$ cat src/rtl/collect_2x1_rr_seq.sv
// collect_2x1_rr_seq: merges two FIFO-buffered input streams into one registered output (COLLECT_REDUCE_EN turns cmd 11 into reduce-add)
module collect_2x1_rr_seq #(
  parameter int DATA_WIDTH    = 32,
  parameter int COMMAND_WIDTH = 2,
  parameter int FIFO_DEPTH    = 4,
  parameter int ADDR_WIDTH    = 2
)(
  input  logic                      clk,
  input  logic                      rst_n,
  input  logic [1:0]                i_valid,
  input  logic [2*DATA_WIDTH-1:0]   i_data_bus,
  output logic [1:0]                o_ready,
  output logic                      o_valid,
  output logic [DATA_WIDTH-1:0]     o_data_bus,
  output logic [1:0]                o_src,
  input  logic                      i_ready,
  input  logic                      i_en,
  input  logic [COMMAND_WIDTH-1:0]  i_cmd
);
  localparam logic [ADDR_WIDTH:0]   full_cnt = FIFO_DEPTH[ADDR_WIDTH:0];
  localparam logic [ADDR_WIDTH:0]   cnt_one  = 1;
  localparam logic [ADDR_WIDTH-1:0] ptr_one  = 1;
  logic [1:0] push, pop, not_empty, sel;
  logic [DATA_WIDTH-1:0] head [2];
  logic [DATA_WIDTH-1:0] load_data;
  logic cmd_lo, cmd_hi, cmd_mg, load;
  for (genvar g = 0; g < 2; g++) begin : g_fifo
    logic [DATA_WIDTH-1:0] mem [FIFO_DEPTH];
    logic [ADDR_WIDTH-1:0] wr_ptr, rd_ptr;
    logic [ADDR_WIDTH:0]   count;
    // Storage is not reset; only entries counted by count are ever read out
    always_ff @(posedge clk)
      if (push[g]) mem[wr_ptr] <= i_data_bus[g*DATA_WIDTH +: DATA_WIDTH];
    // Pointers wrap naturally at FIFO_DEPTH; simultaneous push and pop leave count unchanged
    always_ff @(posedge clk or negedge rst_n)
      if (!rst_n) begin
        wr_ptr <= '0;
        rd_ptr <= '0;
        count  <= '0;
      end else begin
        if (push[g]) wr_ptr <= wr_ptr + ptr_one;
        if (pop[g]) rd_ptr <= rd_ptr + ptr_one;
        count <= (push[g] & !pop[g]) ? count + cnt_one :
                 (!push[g] & pop[g]) ? count - cnt_one : count;
      end
    assign o_ready[g]   = count != full_cnt;
    assign not_empty[g] = count != '0;
    assign push[g]      = i_valid[g] & o_ready[g];
    assign head[g]      = mem[rd_ptr];
  end
  assign cmd_lo = i_cmd == COMMAND_WIDTH'(1);
  assign cmd_hi = i_cmd == COMMAND_WIDTH'(2);
  assign cmd_mg = i_cmd == COMMAND_WIDTH'(3);
`ifdef COLLECT_REDUCE_EN
  // Reduce mode consumes one word from each port together, so both must be waiting
  always_comb begin
    sel = cmd_lo ? {1'b0, not_empty[0]} :
          cmd_hi ? {not_empty[1], 1'b0} :
          (cmd_mg & (&not_empty)) ? 2'b11 : 2'b00;
  end
`else
  logic rr_ptr;
  // Round-robin only arbitrates when both ports have data; otherwise the busy port wins
  always_comb begin
    sel = cmd_lo ? {1'b0, not_empty[0]} :
          cmd_hi ? {not_empty[1], 1'b0} :
          !cmd_mg ? 2'b00 :
          (&not_empty) ? (rr_ptr ? 2'b10 : 2'b01) : not_empty;
  end
  // Priority passes to the port that was not served by the last merge grant
  always_ff @(posedge clk or negedge rst_n)
    if (!rst_n) rr_ptr <= 1'b0;
    else if (load & cmd_mg) rr_ptr <= sel[0];
`endif
  assign load      = i_en & (|sel) & (!o_valid | i_ready);
  assign pop       = {2{load}} & sel;
  assign load_data = sel[1] ? (sel[0] ? head[0] + head[1] : head[1]) : head[0];
  // Output register: refill whenever empty or being drained, clear once drained with nothing to refill
  always_ff @(posedge clk or negedge rst_n)
    if (!rst_n) begin
      o_valid    <= 1'b0;
      o_data_bus <= '0;
      o_src      <= 2'b00;
    end else if (load) begin
      o_valid    <= 1'b1;
      o_data_bus <= load_data;
      o_src      <= sel;
    end else if (o_valid & i_ready) begin
      o_valid    <= 1'b0;
      o_data_bus <= '0;
      o_src      <= 2'b00;
    end
endmodule
$ cat config.mk
export PLATFORM = sky130hd
export DESIGN_NAME = collect_2x1_rr_seq
export DESIGN_NICKNAME = d
export VERILOG_FILES = /design/src/rtl/collect_2x1_rr_seq.sv
export SDC_FILE = /design/constraint.sdc
export NUM_CORES = 1
export LEC_CHECK = 0
export ABC_CLOCK_PERIOD_IN_PS = 2500
export BUFFER_PORTS_ARGS = -buffer_cell sky130_fd_sc_hd__buf_2
export CAP_MARGIN = 20
export CORE_MARGIN = 2
export CORE_UTILIZATION = 50
export CTS_CLUSTER_DIAMETER = 150
export DETAILED_ROUTE_END_ITERATION = 8
export GPL_ROUTABILITY_DRIVEN = 0
export PLACE_DENSITY = 0.69
export REMOVE_ABC_BUFFERS = 1
export SYNTH_ARGS = -nofsm -noshare
export SYNTH_HDL_FRONTEND = slang
export SYNTH_SLANG_ARGS = --single-unit
export TNS_END_PERCENT = 20
$ cat constraint.sdc
create_clock -name clk -period 2.5 [get_ports clk]
set_input_delay 0.375 -clock clk [delete_from_list [all_inputs] [get_ports clk]]
set_output_delay 0.375 -clock clk [all_outputs]
set_load 0.01 [all_outputs]
After elaboration in Yosys (flattened, before gate mapping)
Memories as Yosys holds them, arrays and structs flattened.
Index checks and enable logic that the tools add are counted.
Widths: inputs -> output; s select.
{"block": "totals", "n_memories": 2, "in_bits": 72, "ff_bits": 50, "ramBits": 256}
{"name": "g_fifo[0].mem", "words": 4, "word_bits": 32, "read_ports": 1, "rd_clocked_by_memory_dff": 0, "wr": 1, "line_no": "28", "source": "logic [DATA_WIDTH-1:0] mem [FIFO_DEPTH];"}
{"name": "g_fifo[1].mem", "words": 4, "word_bits": 32, "read_ports": 1, "rd_clocked_by_memory_dff": 0, "wr": 1, "line_no": "28"}
{"block": "op_classes", "eq_ne": 5, "mux": 21, "n_reduce_logical": 12, "add_sub_neg": 9, "n_bitwise": 12}
{"operator": "$mux 32", "n": 4}
{"operator": "$add 32x32->32", "n": 1}
{"operator": "$mux 2", "n": 7}
{"operator": "$mux 3", "n": 4}
{"operator": "$and 1x1->1", "n": 10}
{"operator": "$add 2x1->2 const B", "n": 4}
{"operator": "$add 3x1->3 const B", "n": 2}
{"operator": "$mux 1", "n": 6}
{"operator": "$ne 3x3->1 const B", "n": 2}
{"operator": "$reduce_bool 2->1", "n": 3}
{"operator": "$reduce_bool 3->1", "n": 2}
{"operator": "$sub 3x1->3 const B", "n": 2}
{"operator": "$logic_not 1->1", "n": 5}
{"operator": "$eq 2x2->1 const B", "n": 2}
{"operator": "$and 2x2->2", "n": 1}
{"operator": "$eq 2x1->1 const B", "n": 1}
{"operator": "$reduce_and 2->1", "n": 1}
{"operator": "$reduce_or 2->1", "n": 1}
{"operator": "$or 1x1->1", "n": 1}

Logic depth before layout (Yosys ltp)
Gate-level depths: netlist of the first run.
{"block": "logic_depth", "word_depth": 13, "mapped_depth": 10, "mapped_depth_nobuf": 10}

Least setup slack after synthesis of the first run
Ideal clock, no wire load.
{"block": "synth_path", "path_type": "register to register", "startpoint": "register g_fifo[0].count[0]", "endpoint": "register g_fifo[1].count[1]", "path_slack_ns": 0.214, "arrival_time_ns": 2.161, "stages_incl_launch_ff": 9, "path_buffers": 0, "cell_sequence": "dfrtp_1 o31ai_1 o21ai_4 nor2_1 inv_1 ha_1 inv_1 fa_1 mux2_2"}
{"block": "synth_between", "elab_chain_len": 13, "elab_cells_between_ends": 15}
{"item": "from (decl)", "line_no": "30", "source": "logic [ADDR_WIDTH:0] count;"}
{"item": "from (signal assigned)", "line_no": "43", "source": "count <= (push[g] & !pop[g]) ? count + cnt_one :"}
{"item": "$reduce_bool 3->1 (*)", "line_no": "47", "source": "assign not_empty[g] = count != '0;"}
{"item": "$reduce_and 2->1", "line_no": "68", "source": "(&not_empty) ? (rr_ptr ? 2'b10 : 2'b01) : not_empty;"}
{"item": "$mux 2", "line_no": "68"}
{"item": "$mux 2", "line_no": "67", "source": "!cmd_mg ? 2'b00 :"}
{"item": "$mux 2", "line_no": "66", "source": "cmd_hi ? {not_empty[1], 1'b0} :"}
{"item": "$mux 2 (*)", "line_no": "65", "source": "sel = cmd_lo ? {1'b0, not_empty[0]} :"}
{"item": "$reduce_or 2->1", "line_no": "75", "source": "assign load = i_en & (|sel) & (!o_valid | i_ready);"}
{"item": "$and 1x1->1 (2 in series)", "line_no": "75"}
{"item": "$and 2x2->2 (*)", "line_no": "76", "source": "assign pop = {2{load}} & sel;"}
{"item": "$logic_not 1->1", "line_no": "43"}
{"item": "$and 1x1->1", "line_no": "43"}
{"item": "$mux 3 / $reduce_bool 2->1 (equally long branches)"}
{"item": "to (signal assigned)", "line_no": "43"}
{"item": "to (decl)", "line_no": "30"}
Mark *: on every way between the ends. The rest lies on a longest branch, timed or not.
A chain may end at the register's enable or synchronous reset.

Final worst setup path of the first run
{"block": "layout_path", "startpoint": "register g_fifo[1].count[0]", "endpoint": "register g_fifo[0].count[1]"}
{"block": "layout_between", "elab_chain_len": 13, "elab_cells_between_ends": 15}
{"item": "$reduce_bool 3->1 (*)", "line_no": "47"}
{"item": "$reduce_and 2->1", "line_no": "68"}
{"item": "$mux 2", "line_no": "68"}
{"item": "$mux 2", "line_no": "67"}
{"item": "$mux 2 (*)", "line_no": "66"}
{"item": "$mux 2 (*)", "line_no": "65"}
{"item": "$reduce_or 2->1", "line_no": "75"}
{"item": "$and 1x1->1 (2 in series)", "line_no": "75"}
{"item": "$and 2x2->2 (*)", "line_no": "76"}
{"item": "$logic_not 1->1", "line_no": "43"}
{"item": "$and 1x1->1", "line_no": "43"}
{"item": "$mux 3 / $reduce_bool 2->1 (equally long branches)"}
Marks and branches as above.

==> metrics.txt, run 1 <==
largest clock skew in the final design 0.0116 ns; top cells by area in the synthesized netlist edfxtp_1, dfrtp_1, mux4_2, mux4_1, mux2i_1; number of distinct library cells after synthesis 35; placement-stage cell area 0.0129 sq mm; hold violation total from the final report 0; CP arrival 2.80 ns; fin worst setup slack 0.119 ns; highest fanout seen on the critical path 4; Sw Share 28.7%; clock group share of total power 26.2%; CTS Buffer Depth 3; Overflow after GRT 0; top-level I/O count 109; vertical die dimension 158 um; fmax 420 MHz; Iter 0 DRT Violations 350; share of cells above drive strength 1 34.6%; TritonCTS clock tree done; maximum vdd ir drop 0.687 mV; share of the cycle needed by the critical path after routing 95.2%; total CTS buffers 30; Worst path max stage delay 0.44 ns; final cell utilization of the core 59.1%; instance count of the mapped netlist 532; critical path's slowest cell dfrtp_1; max-cap violation count 0; worst-path cell chain o31a_4, a21oi_1, nand3_1, ha_1, inv_1, fa_1, mux2_2; Worst slew margin 55.2%; Fin Setup TNS 0 ns; min cycle time layout 2.38 ns; vias in the first global route 6098; cell area power density 1160 mW/mm^2; highest-count cells in the layout ignoring fill and taps edfxtp_1, buf_2, dfrtp_1, mux4_2; status finished clean; hpwl dp 14.5 mm; fill cell count 1733; most common library cell in the layout ignoring fill and taps edfxtp_1; final hold slack 0.0408 ns; flops & latches, synth 306; antenna violations before repair 5; count of nets after finishing 749; placeable core area 0.0234 sq mm; die width 158 um; unrepaired setup endpoints after global routing false; Synth async-reset ratio 16.3%; leakage dissipation 5.08 nW; # H-tree levels 1; cell at the root of the clock tree clkbuf_16; mean area per synthesized cell 22.3 sq um; TritonCTS sink count 306; number of iterations in the first detailed-routing pass 4; share of power burned in combinational logic 27.4%; Via density 5.62; flip-flop cell with the highest count after synthesis edfxtp_1; Hold Path Class in2reg; fin cells 1009; Reg clk slew, reported paths 0.06 ns; routed wire length 23.1 mm; pin slew with the least headroom to its limit 0.671 ns; clock insertion delay at the later pin of the skew report 0.54 ns; Worst setup SP type flip-flop; floorplan die area 0.0250 sq mm; post-synthesis instance area 0.0119 sq mm; Seq pwr share 46.3%; area leader, netlist edfxtp_1; number of pins exceeding their max-slew limit in the final report 0; critical path class reg2reg; routed wirelength normalized by instance count 22.9 um; post-synthesis sequential area ratio 75.3%; Area growth syn-to-layout 16.5%; placed cells 951; required time of the worst setup path 2.92 ns; post-placement setup slack 0.0842 ns; total power 16.0 mW; number of vias in the routed layout 5666; fin area 0.0138 sq mm; initial standard-cell utilization of the core 50.7%; number of flops mapped to enable cells by yosys 256; count of input and output buffers 108; kind of end point of the critical path flip-flop; switching power 4.59 mW; FF+latch area 0.00894 sq mm; largest net degree at the start of global routing 35; total routing resource utilization after global routing 19.1%; std cell rows 56; global-route wire length before repair 35.6 mm; Yosys warning count 0; total of endpoints with negative setup slack in the final report 0; footprint of the multi-input gates 0.00270 sq mm; internal power contribution 11.4 mW; Setup Fix Bufs, Post-CTS 0; Yosys top cell area share 64.8%; drt drc 0; number of nets with antenna violations after detailed routing 0
## power groups by stage
stage	Sequential (mW)	Combinational [mW]	Clock [mW]
floorplan	7.71	2.52	0
global placement	7.44	4.34	0
detailed placement	7.52	4.46	0
CTS	7.42	4.47	4.26
global route	7.53	4.75	4.47
finish	7.40	4.38	4.19
## routing by layer
metal	routed length, um	GRT usage, %	vias up
met5	20	0	-
met3	1210	3.37	41
li1	-	-	2490
met1	9530	25.2	2964
met2	11800	33.4	167
met4	526	4.55	4
## final timing paths
kind | from | endpoint | slack (ns) | cells past startpoint
setup reg to reg | g_fifo[1].count[0] | g_fifo[0].count[1] | 0.12 | 7
hold reg to reg | o_data_bus[2] | o_data_bus[2] | 0.49 | 1
hold / removal | i_data_bus[15] | g_fifo[0].mem[3][15] | 0.04 | 1
min in group asynchronous | rst_n | o_data_bus[18] | 0.19 | 2
setup / recovery | g_fifo[1].count[0] | g_fifo[0].count[1] | 0.12 | 7
max in group asynchronous | rst_n | g_fifo[1].rd_ptr[1] | 1.64 | 3
## registers in the layout (all words and copies together) (netlist names)
signal,cells
rr_ptr,1
g_fifo.mem,256
o_src,2
o_valid,1
g_fifo.rd_ptr,4
o_data_bus,32
g_fifo.wr_ptr,4
g_fifo.count,6
## kinds of logic after synthesis
group	count (synthesis)	synth area share, %
compound gates	42	3.29
xor+xnor	12	0.886
fa+ha+maj	12	1.39
buf+inv	34	2.09
flops	306	75.3
mux	101	16.0
simple gates	25	1.06
## synthesized netlist by cell type, drive strengths merged, types with 2 or more instances
cell type,count
ha,10
o31a,2
nand2,5
xnor2,7
o21ai,2
and3,8
xor2,5
clkbuf,2
fa,2
and2,2
nor2,6
o2bb2ai,32
edfxtp,256
dfrtp,50
inv,8
mux2,5
buf,24
mux2i,32
mux4,64
## cell type report
type / instances / share of cell area [%]
diodes: 2 / 0.0362
clock buffers: 45 / 6.35
clock inverters: 10 / 0.362
inverters: 8 / 0.217
multi-input cells: 192 / 19.5
flip-flops and latches: 306 / 64.7
well taps: 319 / 2.89
repair buffers: 127 / 5.95
## worst max-delay path: cells and delay by family (launching register included)
kind / cells / cell delay (ns)
flip-flops: 1 / 0.44
multiplexers: 1 / 0.26
adder cells (fa/ha/maj): 2 / 0.65
buffers and inverters: 1 / 0.07
AO/OA/AOI/OAI: 2 / 0.66
AND/OR/NAND/NOR: 1 / 0.18
## repair_timing
action                                 CTS  global route
setup endpoints to repair                0             1
hold buffers                             1             0
resized for setup                        0             1
endpoints found under the hold margin   50             0
Note: power is estimated with default switching activity, not from simulation.
==> run 2, diff against run 1 <==
--- a/config.mk
+++ b/config.mk
@@ -13,7 +13,8 @@
 export CTS_CLUSTER_DIAMETER = 150
 export DETAILED_ROUTE_END_ITERATION = 8
 export GPL_ROUTABILITY_DRIVEN = 0
-export PLACE_DENSITY = 0.69
+export PLACE_DENSITY = 0.79
+export RECOVER_POWER = 25
 export REMOVE_ABC_BUFFERS = 1
 export SYNTH_ARGS = -nofsm -noshare
 export SYNTH_HDL_FRONTEND = slang
==> run 2 against run 1 <==
Sequential share of layout area up 0.14 points. Largest cell class unchanged. Maximum frequency hardly changed. Routed wire length rose by 4.3%. Final cell count grew 0.30%. Register-to-register slack about the same. Hold slack improved by 0.0058 ns.
==> metrics.txt, run 2 (synthesis gave the netlist of run 1 again) <==
status finished clean; Sw Share 28.9% (+0.21 points); routed wire length 24.1 mm (+4.3%); floorplan die area 0.0250 sq mm (unchanged); min cycle time layout 2.38 ns (-0.000605 ns); antenna violations before repair 5 (unchanged); # H-tree levels 1 (unchanged); clock group share of total power 26.9% (+0.7 points); placement-stage cell area 0.0129 sq mm (-0.12%); vertical die dimension 158 um (unchanged); Iter 0 DRT Violations 437 (+25%); largest reg by FF count g_fifo.mem; fill cell count 1720 (-0.75%); Reg clk slew, reported paths 0.06 ns (about the same); CP arrival 2.86 ns (+0.06 ns); CTS Buffer Depth 3 (unchanged); Worst setup SP type flip-flop; critical path class reg2reg; post-placement setup slack 0.0961 ns (+0.0119 ns); initial standard-cell utilization of the core 50.7% (unchanged); count of nets after finishing 748 (-0.13%); Worst slew margin 36.9% (-18 points); count of input and output buffers 108 (unchanged); kind of end point of the critical path flip-flop; clock insertion delay at the later pin of the skew report 0.55 ns (about the same); TritonCTS clock tree done; std cell rows 56 (unchanged); launch point of the worst path g_fifo[1].count[0]; internal power contribution 11.5 mW (+0.85%); startpoint of the worst-slack reg-to-reg timing path g_fifo[1].count[0]; largest net degree at the start of global routing 35 (unchanged); highest-count cells in the layout ignoring fill and taps edfxtp_1, buf_2, clkbuf_1, mux4_2, dfrtp_1; number of nets with antenna violations after detailed routing 0 (unchanged); hold violation total from the final report 0 (unchanged); number of vias in the routed layout 5778 (+2.0%); share of the cycle needed by the critical path after routing 95.2% (about the same); leakage dissipation 4.96 nW (-2.4%); highest fanout seen on the critical path 4 (unchanged); number of iterations in the first detailed-routing pass 5 (+1); top-level I/O count 109 (unchanged); hpwl dp 14.5 mm (-0.13%); hold wc startpoint i_data_bus[20]; placeable core area 0.0234 sq mm (unchanged); Via density 5.71 (+1.7%); maximum vdd ir drop 0.533 mV (-22%); vias in the first global route 6162 (+1.0%); unrepaired setup endpoints after global routing true; fmax 420 MHz (about the same); routed wirelength normalized by instance count 23.8 um (+4.0%); Area growth syn-to-layout 16.3%; registers with the most flip-flops g_fifo.mem (256), o_data_bus (32), g_fifo.count (6); total routing resource utilization after global routing 19.8% (+0.72 points); most common library cell in the layout ignoring fill and taps edfxtp_1; TritonCTS sink count 306 (unchanged); max-cap violation count 0 (unchanged); die width 158 um (unchanged); total CTS buffers 31 (+3.3%); share of cells above drive strength 1 27.9% (-6.7 points); switching power 4.67 mW (+1.9%); fin worst setup slack 0.120 ns (+0.000605 ns); number of pins exceeding their max-slew limit in the final report 0 (unchanged); total of endpoints with negative setup slack in the final report 0 (unchanged); largest clock skew in the final design 0.00915 ns (-0.00243 ns); global-route wire length before repair 35.9 mm (+1.0%); register-to-register setup slack 0.12 ns (about the same); Seq pwr share 45.9% (-0.4 points); required time of the worst setup path 2.97 ns (+0.05 ns); Overflow after GRT 0 (unchanged); Largest register FFs 256 (unchanged); cell area power density 1170 mW/mm^2 (+1.4%); pin slew with the least headroom to its limit 0.947 ns (+0.275 ns); Hold Path Class in2reg; share of power burned in combinational logic 27.2% (-0.2 points); cell at the root of the clock tree clkbuf_16; drt drc 0 (unchanged); fin area 0.0138 sq mm (-0.20%)
-- run 2: worst max-delay path, cell delays in order, from the launching register on --
cell and delay, ns:
dfrtp_2 0.44, o31a_4 0.38, o211ai_4 0.20, nor2_1 0.10
inv_1 0.06, ha_1 0.18, inv_1 0.07, fa_1 0.39
xor2_1 0.18, nor2_1 0.13, xor2_1 0.17
-- run 2: stage by stage --
stage                     instances  hold WS [ns]  power (mW)  utilization (%)  setup TNS, ns
after CTS                      1008        0.0155        16.4             59.1              0
after floorplan                 506        0.0794        10.2                -         -0.442
final                          1012        0.0466        16.2             59.0              0
after global routing           1009        0.0426        16.9             58.9        -0.0295
after global placement          949         0.329        11.7             55.0              0
after detailed placement        949         0.330        12.0             55.0              0
-- run 2: final cells by class --
class | instances | area [sq um] | share of cell area (%)
clock inverters | 18 | 136 | 0.988
inverters | 8 | 30.0 | 0.218
diodes | 4 | 10.0 | 0.0725
multi-input cells | 192 | 2700 | 19.5
well taps | 319 | 399 | 2.89
flip-flops and latches | 306 | 8940 | 64.8
clock buffers | 40 | 830 | 6.01
repair buffers | 125 | 752 | 5.45
-- run 2: layer usage --
metal | GRT usage, % | vias up | share of wire (%)
li1 | - | 2486 | -
met1 | 25.4 | 3021 | 39
met2 | 34.4 | 222 | 51
met3 | 4.11 | 47 | 6.6
met4 | 6.18 | 2 | 2.6
met5 | 0 | - | 0.054
-- run 2: final timing paths --
path	to	cells past startpoint
worst max-delay path	g_fifo[1].count[2]	10
worst min-delay path	g_fifo[0].mem[0][20]	1
worst max register to register	g_fifo[1].count[2]	10
worst min register to register	o_data_bus[29]	1
max in group asynchronous	o_data_bus[14]	3
min in group asynchronous	o_data_bus[28]	2
-- run 2: power groups by stage --
stage                     logic [mW]  clock network (mW)  registers [mW]
after floorplan                 2.52                   0            7.71
after global placement          4.29                   0            7.42
after detailed placement        4.46                   0            7.51
after CTS                       4.50                4.43            7.43
after global routing            4.75                4.65            7.53
final                           4.39                4.35            7.42
-- run 2: repair_timing --
action | in CTS | in global routing
setup endpoints to repair | 0 | 4
endpoints found under the hold margin | 17 | 0
resized for setup | 0 | 2
hold buffers | 1 | 0
setup buffers | 0 | 0
